==> config.mk <==
export PLATFORM = sky130hd
export DESIGN_NAME = rr_grant_arbiter
export DESIGN_NICKNAME = d
export VERILOG_FILES = /design/src/rtl/rr_grant_arbiter_pkg.sv /design/src/rtl/rr_grant_arbiter_pick.sv /design/src/rtl/rr_grant_arbiter.sv
export SDC_FILE = /design/constraint.sdc
export NUM_CORES = 1
export LEC_CHECK = 0
export ABC_AREA = 0
export ABC_CLOCK_PERIOD_IN_PS = 2200
export CORE_MARGIN = 2
export CORE_UTILIZATION = 45
export CTS_CLUSTER_DIAMETER = 50
export DETAILED_ROUTE_END_ITERATION = 7
export PLACE_DENSITY = 0.78
export SYNTH_ARGS = -nofsm -noshare
export SYNTH_HDL_FRONTEND = slang
export SYNTH_SLANG_ARGS = --single-unit
==> constraint.sdc <==
create_clock -name clk -period 2.2 [get_ports clk]
set_input_delay 0.44 -clock clk [delete_from_list [all_inputs] [get_ports clk]]
set_output_delay 0.44 -clock clk [all_outputs]
set_load 0.005 [all_outputs]
==> src/rtl/rr_grant_arbiter_pkg.sv <==
// Shared types and helpers for the round-robin grant arbiter.
// FSM encodings and index-width helper used by the top and the picker.
package rr_grant_arbiter_pkg;

  localparam int ST_W = 2;

  typedef enum logic [ST_W-1:0] {
    IDLE    = 2'd0,
    GRANT   = 2'd1,
    RELEASE = 2'd2
  } arb_state_e;

  // Width of an index over n items, never below one bit.
  function automatic int idx_w(input int n);
    return (n > 1) ? $clog2(n) : 1;
  endfunction

endpackage

==> src/rtl/rr_grant_arbiter_pick.sv <==
// Combinational round-robin picker.
// First eligible bit searching ptr, ptr+1, ... wrapping at N.
module rr_pick
  import rr_grant_arbiter_pkg::*;
#(
  parameter int N  = 3,
  parameter int IW = idx_w(N)
) (
  input  logic [N-1:0]  eligible,
  input  logic [IW-1:0] ptr,
  output logic [IW-1:0] pick,
  output logic          any
);

  int idx;

  // Walk offsets high to low so the nearest hit lands last.
  always_comb begin
    pick = '0;
    any  = 1'b0;
    idx  = 0;
    for (int i = N - 1; i >= 0; i--) begin
      idx = int'(ptr) + i;
      if (idx >= N) idx = idx - N;
      if (eligible[idx]) begin
        pick = idx[IW-1:0];
        any  = 1'b1;
      end
    end
  end

endmodule

==> src/rtl/rr_grant_arbiter.sv <==
// Clocked round-robin arbiter with max-hold timeout and
// a one-cycle turnaround between owners.
module rr_grant_arbiter
  import rr_grant_arbiter_pkg::*;
#(
  parameter int N        = 3,
  parameter int MAX_HOLD = 16
) (
  input  logic                clk,
  input  logic                rst,
  input  logic [N-1:0]        req,
  output logic [N-1:0]        gnt,
  output logic                gnt_valid,
  output logic [idx_w(N)-1:0] gnt_id,
  output logic                timeout
);

  localparam int IW = idx_w(N);
  localparam int HW =
    (MAX_HOLD > 0) ? $clog2(MAX_HOLD + 1) : 1;
  localparam logic [HW-1:0] HOLD_MAX = HW'(MAX_HOLD);
  localparam logic [IW-1:0] LAST_ID = IW'(N - 1);

  arb_state_e    state_q, state_d;
  logic [IW-1:0] ptr_q, ptr_d;
  logic [HW-1:0] hold_q, hold_d;
  logic [N-1:0]  mask_q, mask_d;
  logic [N-1:0]  gnt_q, gnt_d;
  logic [IW-1:0] id_q, id_d;
  logic          vld_q, vld_d;
  logic          to_q, to_d;

  logic [N-1:0]  eligible;
  logic [IW-1:0] pick;
  logic          any;
  logic [IW-1:0] owner_nxt;

  assign eligible = req & ~mask_q;

  rr_pick #(
    .N  (N),
    .IW (IW)
  ) u_pick (
    .eligible (eligible),
    .ptr      (ptr_q),
    .pick     (pick),
    .any      (any)
  );

  assign owner_nxt =
    (id_q == LAST_ID) ? '0 : id_q + 1'b1;

  always_comb begin
    state_d = state_q;
    ptr_d   = ptr_q;
    hold_d  = hold_q;
    mask_d  = mask_q & req;
    gnt_d   = gnt_q;
    id_d    = id_q;
    vld_d   = vld_q;
    to_d    = 1'b0;

    case (state_q)
      IDLE, RELEASE: begin
        if (any) begin
          state_d     = GRANT;
          gnt_d       = '0;
          gnt_d[pick] = 1'b1;
          id_d        = pick;
          vld_d       = 1'b1;
          hold_d      = HW'(1);
        end else begin
          state_d = IDLE;
          gnt_d   = '0;
          id_d    = '0;
          vld_d   = 1'b0;
          hold_d  = '0;
        end
      end
      GRANT: begin
        if (!req[id_q]) begin
          state_d = RELEASE;
          gnt_d   = '0;
          id_d    = '0;
          vld_d   = 1'b0;
          hold_d  = '0;
          ptr_d   = owner_nxt;
        end else if (MAX_HOLD != 0 &&
                     hold_q == HOLD_MAX) begin
          // Owner still requesting, so this bit
          // cannot be cleared in the same cycle.
          state_d      = RELEASE;
          gnt_d        = '0;
          id_d         = '0;
          vld_d        = 1'b0;
          hold_d       = '0;
          ptr_d        = owner_nxt;
          to_d         = 1'b1;
          mask_d[id_q] = 1'b1;
        end else if (hold_q != '1) begin
          hold_d = hold_q + 1'b1;
        end
      end
      default: begin
        state_d = IDLE;
        gnt_d   = '0;
        id_d    = '0;
        vld_d   = 1'b0;
        hold_d  = '0;
      end
    endcase
  end

  always_ff @(posedge clk) begin
    if (rst) begin
      state_q <= IDLE;
      ptr_q   <= '0;
      hold_q  <= '0;
      mask_q  <= '0;
      gnt_q   <= '0;
      id_q    <= '0;
      vld_q   <= 1'b0;
      to_q    <= 1'b0;
    end else begin
      state_q <= state_d;
      ptr_q   <= ptr_d;
      hold_q  <= hold_d;
      mask_q  <= mask_d;
      gnt_q   <= gnt_d;
      id_q    <= id_d;
      vld_q   <= vld_d;
      to_q    <= to_d;
    end
  end

  assign gnt       = gnt_q;
  assign gnt_valid = vld_q;
  assign gnt_id    = id_q;
  assign timeout   = to_q;

endmodule

==> summary.md, run 1 <==
| Metric | Value |
|---|---|
| Number of diodes | 0 |
| Most frequent cells in the layout | 18 x dfxtp_1, 12 x nor2_1, 11 x nand2_1, 11 x clkdlybuf4s50_1, 9 x inv_1 |
| Final hold vios | 0 |
| Crit end category | flop |
| Final Skew | 7.30 ps |
| Total CTS buffers | 3 |
| EDFF count, synth | 0 |
| Commonest non-fill, non-tap cell in the layout | dfxtp_1 |
| Grt peak-use layer | met2 |
| Routed WL | a little over 2000 um |
| CTS Sinks | 18 |
| Normalized max-slew margin | between 70% and 80% |
| Synth top area cells | dfxtp_1 39%, ha_1 6.8%, nor2_1 4.9%, nand2_1 4.5%, mux2i_1 4.3% |
| Largest net degree at the start of global routing | 11 |
| Startpoint Class | flop |
| Hold-fix buffers, CTS | 0 |
| Core area | between 0.0015 and 0.002 mm^2 |
| #FFs+latches synth | 18 |
| Detailed Place HPWL | around 1600 um |
| Full die area | 0.00243 mm^2 |
| Period Utilization, post-route | 87.7% |
| Final core utilization | between 50% and 60% |
| Final Worst Setup Slack | between 200 and 300 ps |
| Total gr overflow | 0 |
| Netlist Area Pre-Place | around 920 um^2 |
| Dpl ws | ~35 ps |
| Fmax | 518 MHz |
| Residual DRC | 0 |
| I/O pin cnt | 12 |
| Syn Area/Cell | approximately 8.6 um^2 |
| Syn-to-layout area delta | 21.1% |
| Pins Over Slew Limit | 0 |
| Top FF cell, synth | dfxtp_1 |
| Worst-Margin Slew | 377 ps |
| Crit path max fanout | 6 |
| Syn Nets | around 120 |
| CP Data Arrival Time | approximately 2200 ps |
| Initial Util | between 40 and 50% |
| Drt pass-1 iters | 4 |
| Clock slew at reported path FFs | 110 ps |
| Synth top area share | about two fifths |
| Number of synthesis warnings | 0 |
| Die W | 49.3 um |
| First-pass GRT wire length | between 3000 and 4000 um |
| # fillers | roughly 190 |
| Total track usage | around 18% |
| Nets | about 140 |
| Status | finished clean |
| Resized cells post-CTS | 0 |
| Met3 usage | around 3.7% |
| P_leak | 0.000463 uW |
| Min cycle time layout | a little under 2000 ps |
| Share of post-route cells with drive strength above 1 | between 8 and 9% |
| Number of global-route vias before repair | 779 |
| Via count | about 800 |
| WL/cell | between 10 and 15 um |
| HP Class | reg -> reg |
| Sequential fraction of the synthesis area | about two fifths |
| Mapped Cells | between 100 and 150 |
| Root Buffer Master | clkbuf_4 |
| Pwr/cell area | roughly 660 mW/mm^2 |
| Setup repair after global routing missed its margin | false |
| Clock tree buffer depth | 2 |
| Die Span Y | 49.3 um |
| H-tree levels | 1 |
| TritonCTS clock tree | done |
| Setup CP Type | reg -> reg |
| Antenna-violating nets left | 0 |
| Leading area contributor after synthesis | dfxtp_1 |
| Overall power | 735 uW |
| # rows | 16 |
| Final RePlAce weighted congestion | between 0.8 and 0.9 |
| Setup TNS | 0 ps |
| Met1 GRT Util | 17.4% |
| Final hold slack | roughly 470 ps |
| Met2 Use GR | roughly 36% |
| Max VDD drop | ~0.42 mV |
| Postcts setup bufs | 0 |
| Vias per cell | between 5 and 6 |
| Final Setup Violations | 0 |
| Buffers added on ports | 11 |
| Initial DRC Count | 18 |
| Worst endpoint required time | about 2400 ps |
| Yosys cell types | 38 |
| Worst-skew pair later-pin latency | about 300 ps |
| Maxcap violations | 0 |
| Initial antenna violation count | 0 |
| Post-synth ARST share | 0% |
-- final timing paths --
check	start	end	slack, ps	cells after the start
hold / removal	gnt[2]	gnt[2]	470	2
hold reg to reg	gnt[2]	gnt[2]	470	2
setup reg to reg	ptr_q[0]	gnt_id[1]	270	6
setup / recovery	ptr_q[0]	gnt_id[1]	270	6
-- Yosys cell counts (all sizes together), types with 3 or more instances --
cell type   n
nand2b      4
a21oi       4
nand2      11
dfxtp      18
nor2       12
nand3       3
mux2i       4
inv         9
ha          5
a211oi      3
-- state kept, by name, summed over array words and instances, names as in the netlist --
name / cells
gnt: 3
mask_q: 3
hold_q: 5
state_q: 2
timeout: 1
gnt_id: 2
ptr_q: 2
-- report_power, final --
group / total (uW) / switching (uW) / internal, uW
combinational: 156 / 76.1 / 79.5
sequential: 370 / 22.6 / 347
clock: 210 / 109 / 101
-- worst max-delay path, stage by stage (launching register included) --
cell and delay [ps]:
dfxtp_1 370, inv_1 50, ha_1 370, and3_1 180, or4_1 520, or2_2 300, o21ai_0 70
-- kinds of logic (layout without fill, tap and decap cells) --
kind of cell	Yosys count	in the layout	synth area share (%)
AOI/OAI and AO/OA	24	24	18.5
buffers and inverters	11	27	4.47
adders and majority gates	6	6	7.85
muxes	4	4	4.33
DFF	18	18	39.0
xor gates and xnor gates	1	1	0.947
and+or+nand+nor	44	44	24.9
-- cell type report --
type,count,area [um^2],area share (%)
well taps,27,33.8,3.02
clock buffers,4,36.3,3.24
repair buffers,14,133,11.8
inverters,9,33.8,3.02
multi-input cells,79,523,46.7
flip-flops and latches,18,360,32.2
-- per-layer routing --
metal  vias to the layer above  wire, um
met5                         -         0
met4                         0        17
met3                         2        53
met2                        13      1070
met1                       392       871
li1                        413         -
-- stage by stage --
| step | cells | instance area, um^2 |
|---|---|---|
| 6_report | 151 | 1120 |
| 3_3_place_gp | 147 | 1080 |
| 4_1_cts | 151 | 1120 |
| 3_5_place_dp | 147 | 1080 |
| 2_1_floorplan | 108 | 925 |
| 5_1_grt | 151 | 1120 |
No activity file was read; power rests on OpenSTA's default activity.
==> inputs of run 2 (changes only) <==
--- a/config.mk
+++ b/config.mk
@@ -7,11 +7,15 @@
 export LEC_CHECK = 0
 export ABC_AREA = 0
 export ABC_CLOCK_PERIOD_IN_PS = 2200
+export CELL_PAD_IN_SITES_DETAIL_PLACEMENT = 1
+export CELL_PAD_IN_SITES_GLOBAL_PLACEMENT = 2
+export CORE_ASPECT_RATIO = 0.5
 export CORE_MARGIN = 2
-export CORE_UTILIZATION = 45
+export CORE_UTILIZATION = 30
 export CTS_CLUSTER_DIAMETER = 50
+export CTS_CLUSTER_SIZE = 28
 export DETAILED_ROUTE_END_ITERATION = 7
-export PLACE_DENSITY = 0.78
+export PLACE_DENSITY = 0.84
 export SYNTH_ARGS = -nofsm -noshare
 export SYNTH_HDL_FRONTEND = slang
 export SYNTH_SLANG_ARGS = --single-unit
==> summary.md, run 2 (synthesis results as in run 1) <==
| Metric | Value |
|---|---|
| Status | finished clean |
| Max VDD drop | between 0.2 and 0.25 mV |
| Final hold vios | 0 |
| Most frequent cells in the layout | 18 x dfxtp_1, 12 x nor2_1, 11 x nand2_1, 11 x clkdlybuf4s50_1, 9 x inv_1 |
| Resized cells post-CTS | 0 |
| Syn-to-layout area delta | 24.1% |
| Initial antenna violation count | 0 |
| Initial Util | between 30% and 40% |
| Die W | between 80 and 90 um |
| Routed WL | 2230 um |
| Hold-fix buffers, CTS | 0 |
| TritonCTS clock tree | done |
| Crit path max fanout | 6 |
| Final core utilization | about two fifths |
| Drt pass-1 iters | 4 |
| Critical path destination | gnt_id[1] |
| First-pass GRT wire length | between 3000 and 4000 um |
| Via count | between 700 and 800 |
| Commonest non-fill, non-tap cell in the layout | dfxtp_1 |
| HP Class | reg -> reg |
| Residual DRC | 0 |
| Pwr/cell area | between 600 and 700 mW/mm^2 |
| Number of global-route vias before repair | roughly 760 |
| Initial DRC Count | 34 |
| Die Span Y | about 43 um |
| Met1 GRT Util | 20.2% |
| CTS Sinks | 18 |
| Min cycle time layout | 1940 ps |
| Crit end category | flop |
| Grt peak-use layer | met2 |
| Setup CP Type | reg -> reg |
| Nets | approximately 130 |
| Final hold slack | approximately 450 ps |
| Worst Reg-to-Reg Cells | 6 |
| Number of diodes | 0 |
| H-tree levels | 1 |
| Final RePlAce weighted congestion | about 0.73 |
| Final instance area | 0.00115 mm^2 |
| Period Utilization, post-route | between 80% and 90% |
| Total CTS buffers | 3 |
| Worst r2r src | ptr_q[0] |
| R2r endpoint | gnt_id[1] |
| Antenna-violating nets left | 0 |
| Share of post-route cells with drive strength above 1 | between 8 and 9% |
| Total gr overflow | 0 |
| R2r setup slk | between 200 and 300 ps |
| WL/cell | 13.7 um |
| Total track usage | about 15% |
| Detailed Place HPWL | ~1700 um |
| CP Data Arrival Time | roughly 2100 ps |
| Buffers added on ports | 11 |
| Normalized max-slew margin | 69.1% |
| Reg area | 360 um^2 |
| Final Setup Violations | 0 |
| Final Skew | between 3 and 4 ps |
| Clock tree buffer depth | 2 |
| Vias per cell | roughly 5 |
| Placed Area | ~0.0011 mm^2 |
| Top reg by flops | hold_q |
| Core area | just under 0.003 mm^2 |
| Clock slew at reported path FFs | 70 ps |
| Root Buffer Master | clkbuf_8 |
| Setup repair after global routing missed its margin | false |
| Postcts setup bufs | 0 |
| Met3 usage | roughly 3.8% |
| Critical Path Start | ptr_q[0] |
| Multi-input logic area | between 500 and 600 um^2 |
| P_leak | approximately 0.00047 uW |
| Largest net degree at the start of global routing | 11 |
| Pins Over Slew Limit | 0 |
| Worst endpoint required time | 2380 ps |
| Worst-skew pair later-pin latency | approximately 260 ps |
| I/O pin cnt | 12 |
| # rows | 14 |
| Maxcap violations | 0 |
| Met2 Use GR | between 20% and 30% |
| Full die area | 0.00357 mm^2 |
| Startpoint Class | flop |
| Largest register FFs | 5 |
| Fmax | 514 MHz |
| Worst-Margin Slew | 463 ps |
| # fillers | between 300 and 400 |
| Setup TNS | 0 ps |
==> run 2: metal layers <==
metal  up-vias  part of all wire (%)
met5         -                     0
met4         0                   1.1
met3         2                   2.3
met2         9                    43
met1       378                    53
li1        410                     -
==> run 2: worst min-delay path by stage <==
| stage | startpoint | endpoint | cells after the start |
|---|---|---|---|
| after floorplan | gnt[2] | gnt[2] | 2 |
| after global placement | gnt[1] | gnt[1] | 1 |
| after detailed placement | gnt[2] | gnt[2] | 2 |
| after CTS | gnt[2] | gnt[2] | 2 |
| after global routing | gnt[2] | gnt[2] | 2 |
| final | gnt[2] | gnt[2] | 2 |
==> run 2: power by group <==
group	switching [uW]	total, uW	internal (uW)
sequential	22.8	370	347
combinational	78.3	154	76.2
clock	116	275	159
total	217	799	582
==> run 2: cell type report <==
type                       count  area share [%]
clock buffer                   4            4.80
inverter                       9            2.94
multi-input combinational     79            45.6
sequential                    18            31.4
tap                           40            4.36
timing repair buffer          13            10.9
==> run 2: critical path: stages, from the launching register on <==
cell and delay (ps):
dfxtp_1 360, inv_1 50, ha_1 370, and3_1 190
or4_1 530, or2_2 300, o21ai_0 70
==> run 2: stage by stage <==
step	cells	setup slack (ps)	total power, uW
6_report	163	256	799
5_1_grt	163	50.5	848
4_1_cts	163	255	810
3_5_place_dp	159	-13.3	533
3_3_place_gp	159	38.0	528
2_1_floorplan	108	405	465
==> inputs of run 3 (changes only) <==
--- a/config.mk
+++ b/config.mk
@@ -5,17 +5,16 @@
 export SDC_FILE = /design/constraint.sdc
 export NUM_CORES = 1
 export LEC_CHECK = 0
-export ABC_AREA = 0
 export ABC_CLOCK_PERIOD_IN_PS = 2200
 export CELL_PAD_IN_SITES_DETAIL_PLACEMENT = 1
 export CELL_PAD_IN_SITES_GLOBAL_PLACEMENT = 2
 export CORE_ASPECT_RATIO = 0.5
 export CORE_MARGIN = 2
-export CORE_UTILIZATION = 30
+export CORE_UTILIZATION = 32
 export CTS_CLUSTER_DIAMETER = 50
 export CTS_CLUSTER_SIZE = 28
 export DETAILED_ROUTE_END_ITERATION = 7
-export PLACE_DENSITY = 0.84
+export PLACE_DENSITY = 0.88
 export SYNTH_ARGS = -nofsm -noshare
 export SYNTH_HDL_FRONTEND = slang
 export SYNTH_SLANG_ARGS = --single-unit
==> summary.md, run 3 (synthesis results as in run 1) <==
| Metric | Value |
|---|---|
| Crit path max-delay family | simple AND/OR/NAND/NOR gates |
| WL/cell | between 10 and 15 um |
| Crit end category | flop |
| Total track usage | between 10% and 20% |
| Drt pass-1 iters | 4 |
| Root Buffer Master | clkbuf_8 |
| Maxcap violations | 0 |
| Period Utilization, post-route | 89.7% |
| Initial DRC Count | 26 |
| Pins Over Slew Limit | 0 |
| Setup CP Type | reg -> reg |
| Multi-input logic area | 523 um^2 |
| Worst-Margin Slew | 422 ps |
| Setup TNS | 0 ps |
| Final RePlAce weighted congestion | between 0.7 and 0.8 |
| Reg area | 360 um^2 |
| Syn-to-layout area delta | 23.0% |
| TritonCTS clock tree | done |
| Most frequent cells in the layout | 18 x dfxtp_1, 12 x nor2_1, 11 x nand2_1, 11 x clkdlybuf4s50_1, 9 x inv_1 |
| Resized cells post-CTS | 0 |
| Nets | 135 |
| Final hold slack | between 400 and 500 ps |
| Vias per cell | around 5.2 |
| Antenna-violating nets left | 0 |
| Largest register FFs | 5 |
| Worst endpoint required time | between 2000 and 2500 ps |
| Initial Util | 34.7% |
| CTS Sinks | 18 |
| Total CTS buffers | 3 |
| Via count | roughly 830 |
| Full die area | roughly 0.0034 mm^2 |
| Buf/Inv on CP | 1 |
| Clock slew at reported path FFs | around 60 ps |
| Top reg by flops | hold_q |
| Core area | roughly 0.0027 mm^2 |
| Number of global-route vias before repair | around 840 |
| Min cycle time layout | just under 2000 ps |
| Clock tree buffer depth | 2 |
| Fmax | between 500 and 600 MHz |
| Share of post-route cells with drive strength above 1 | under 10% |
| Initial antenna violation count | 0 |
| Residual DRC | 0 |
| # rows | 13 |
| Final hold vios | 0 |
| I/O pin cnt | 12 |
| Slowest stage delay, CP | 550 ps |
| Routed WL | approximately 2200 um |
| Normalized max-slew margin | 71.8% |
| Die Span Y | ~42 um |
| Number of diodes | 0 |
| Startpoint Class | flop |
| Crit path max fanout | 6 |
| CP Data Arrival Time | 2150 ps |
| P_leak | roughly 0.00046 uW |
| Hold-fix buffers, CTS | 0 |
| Worst path slowest cell | or4_1 |
| # fillers | approximately 330 |
| R2r setup slk | ~230 ps |
| Die W | roughly 80 um |
| Pwr/cell area | about 660 mW/mm^2 |
| Setup repair after global routing missed its margin | false |
| H-tree levels | 1 |
| Postcts setup bufs | 0 |
| Final Setup Violations | 0 |
| Final Skew | approximately 1.1 ps |
| Worst-skew pair later-pin latency | 250 ps |
| Status | finished clean |
| Largest net degree at the start of global routing | 10 |
| Overall power | 753 uW |
| Detailed Place HPWL | around 1700 um |
| HP Class | reg -> reg |
| Commonest non-fill, non-tap cell in the layout | dfxtp_1 |
| Max VDD drop | ~0.24 mV |
| Buffers added on ports | 11 |
| Total gr overflow | 0 |
| First-pass GRT wire length | around 3800 um |
| Cells along the critical path | inv_1, ha_1, and3_1, or4_1, or2_2, o21ai_0 |
[run 3: cell type report]
cell class                 count  share of cell area, %
clock buffer                   3                   3.63
inverter                       9                   2.97
timing repair buffer          14                   11.7
sequential                    18                   31.7
tap                           37                   4.07
multi-input combinational     79                   46.0
[run 3: final timing paths]
kind                 start         to  depth (start not counted)
setup reg to reg  ptr_q[0]  gnt_id[1]                          6
hold / removal      gnt[2]     gnt[2]                          2
setup / recovery  ptr_q[0]  gnt_id[1]                          6
hold reg to reg     gnt[2]     gnt[2]                          2
[run 3: through the flow]
step | cell area (um^2) | cells | setup WS, ps | util (%)
floorplan | 925 | 108 | 405 | -
global placement | 1100 | 157 | 47.3 | 41.1
detailed placement | 1100 | 157 | 6.40 | 41.1
CTS | 1140 | 160 | 223 | 42.6
global route | 1140 | 160 | 100 | 42.6
finish | 1140 | 160 | 226 | 42.6
[run 3: report_power, final]
group          switching (uW)  internal (uW)
combinational            79.2           79.6
sequential               22.1            347
clock                     103            122
[run 3: worst register-to-register path, stage by stage, from the launching register on]
cell and delay, ps:
dfxtp_1 350, inv_1 50, ha_1 370, and3_1 190, or4_1 550, or2_2 320, o21ai_0 70
[run 3: metal layers]
| layer | part of all wire [%] | wire length (um) | global-route usage (%) |
|---|---|---|---|
| met2 | 47 | 1030 | 25.5 |
| met4 | 1.7 | 37 | 5.08 |
| met5 | 0 | 0 | 0 |
| met1 | 48 | 1050 | 18.0 |
| met3 | 3.7 | 82 | 3.88 |
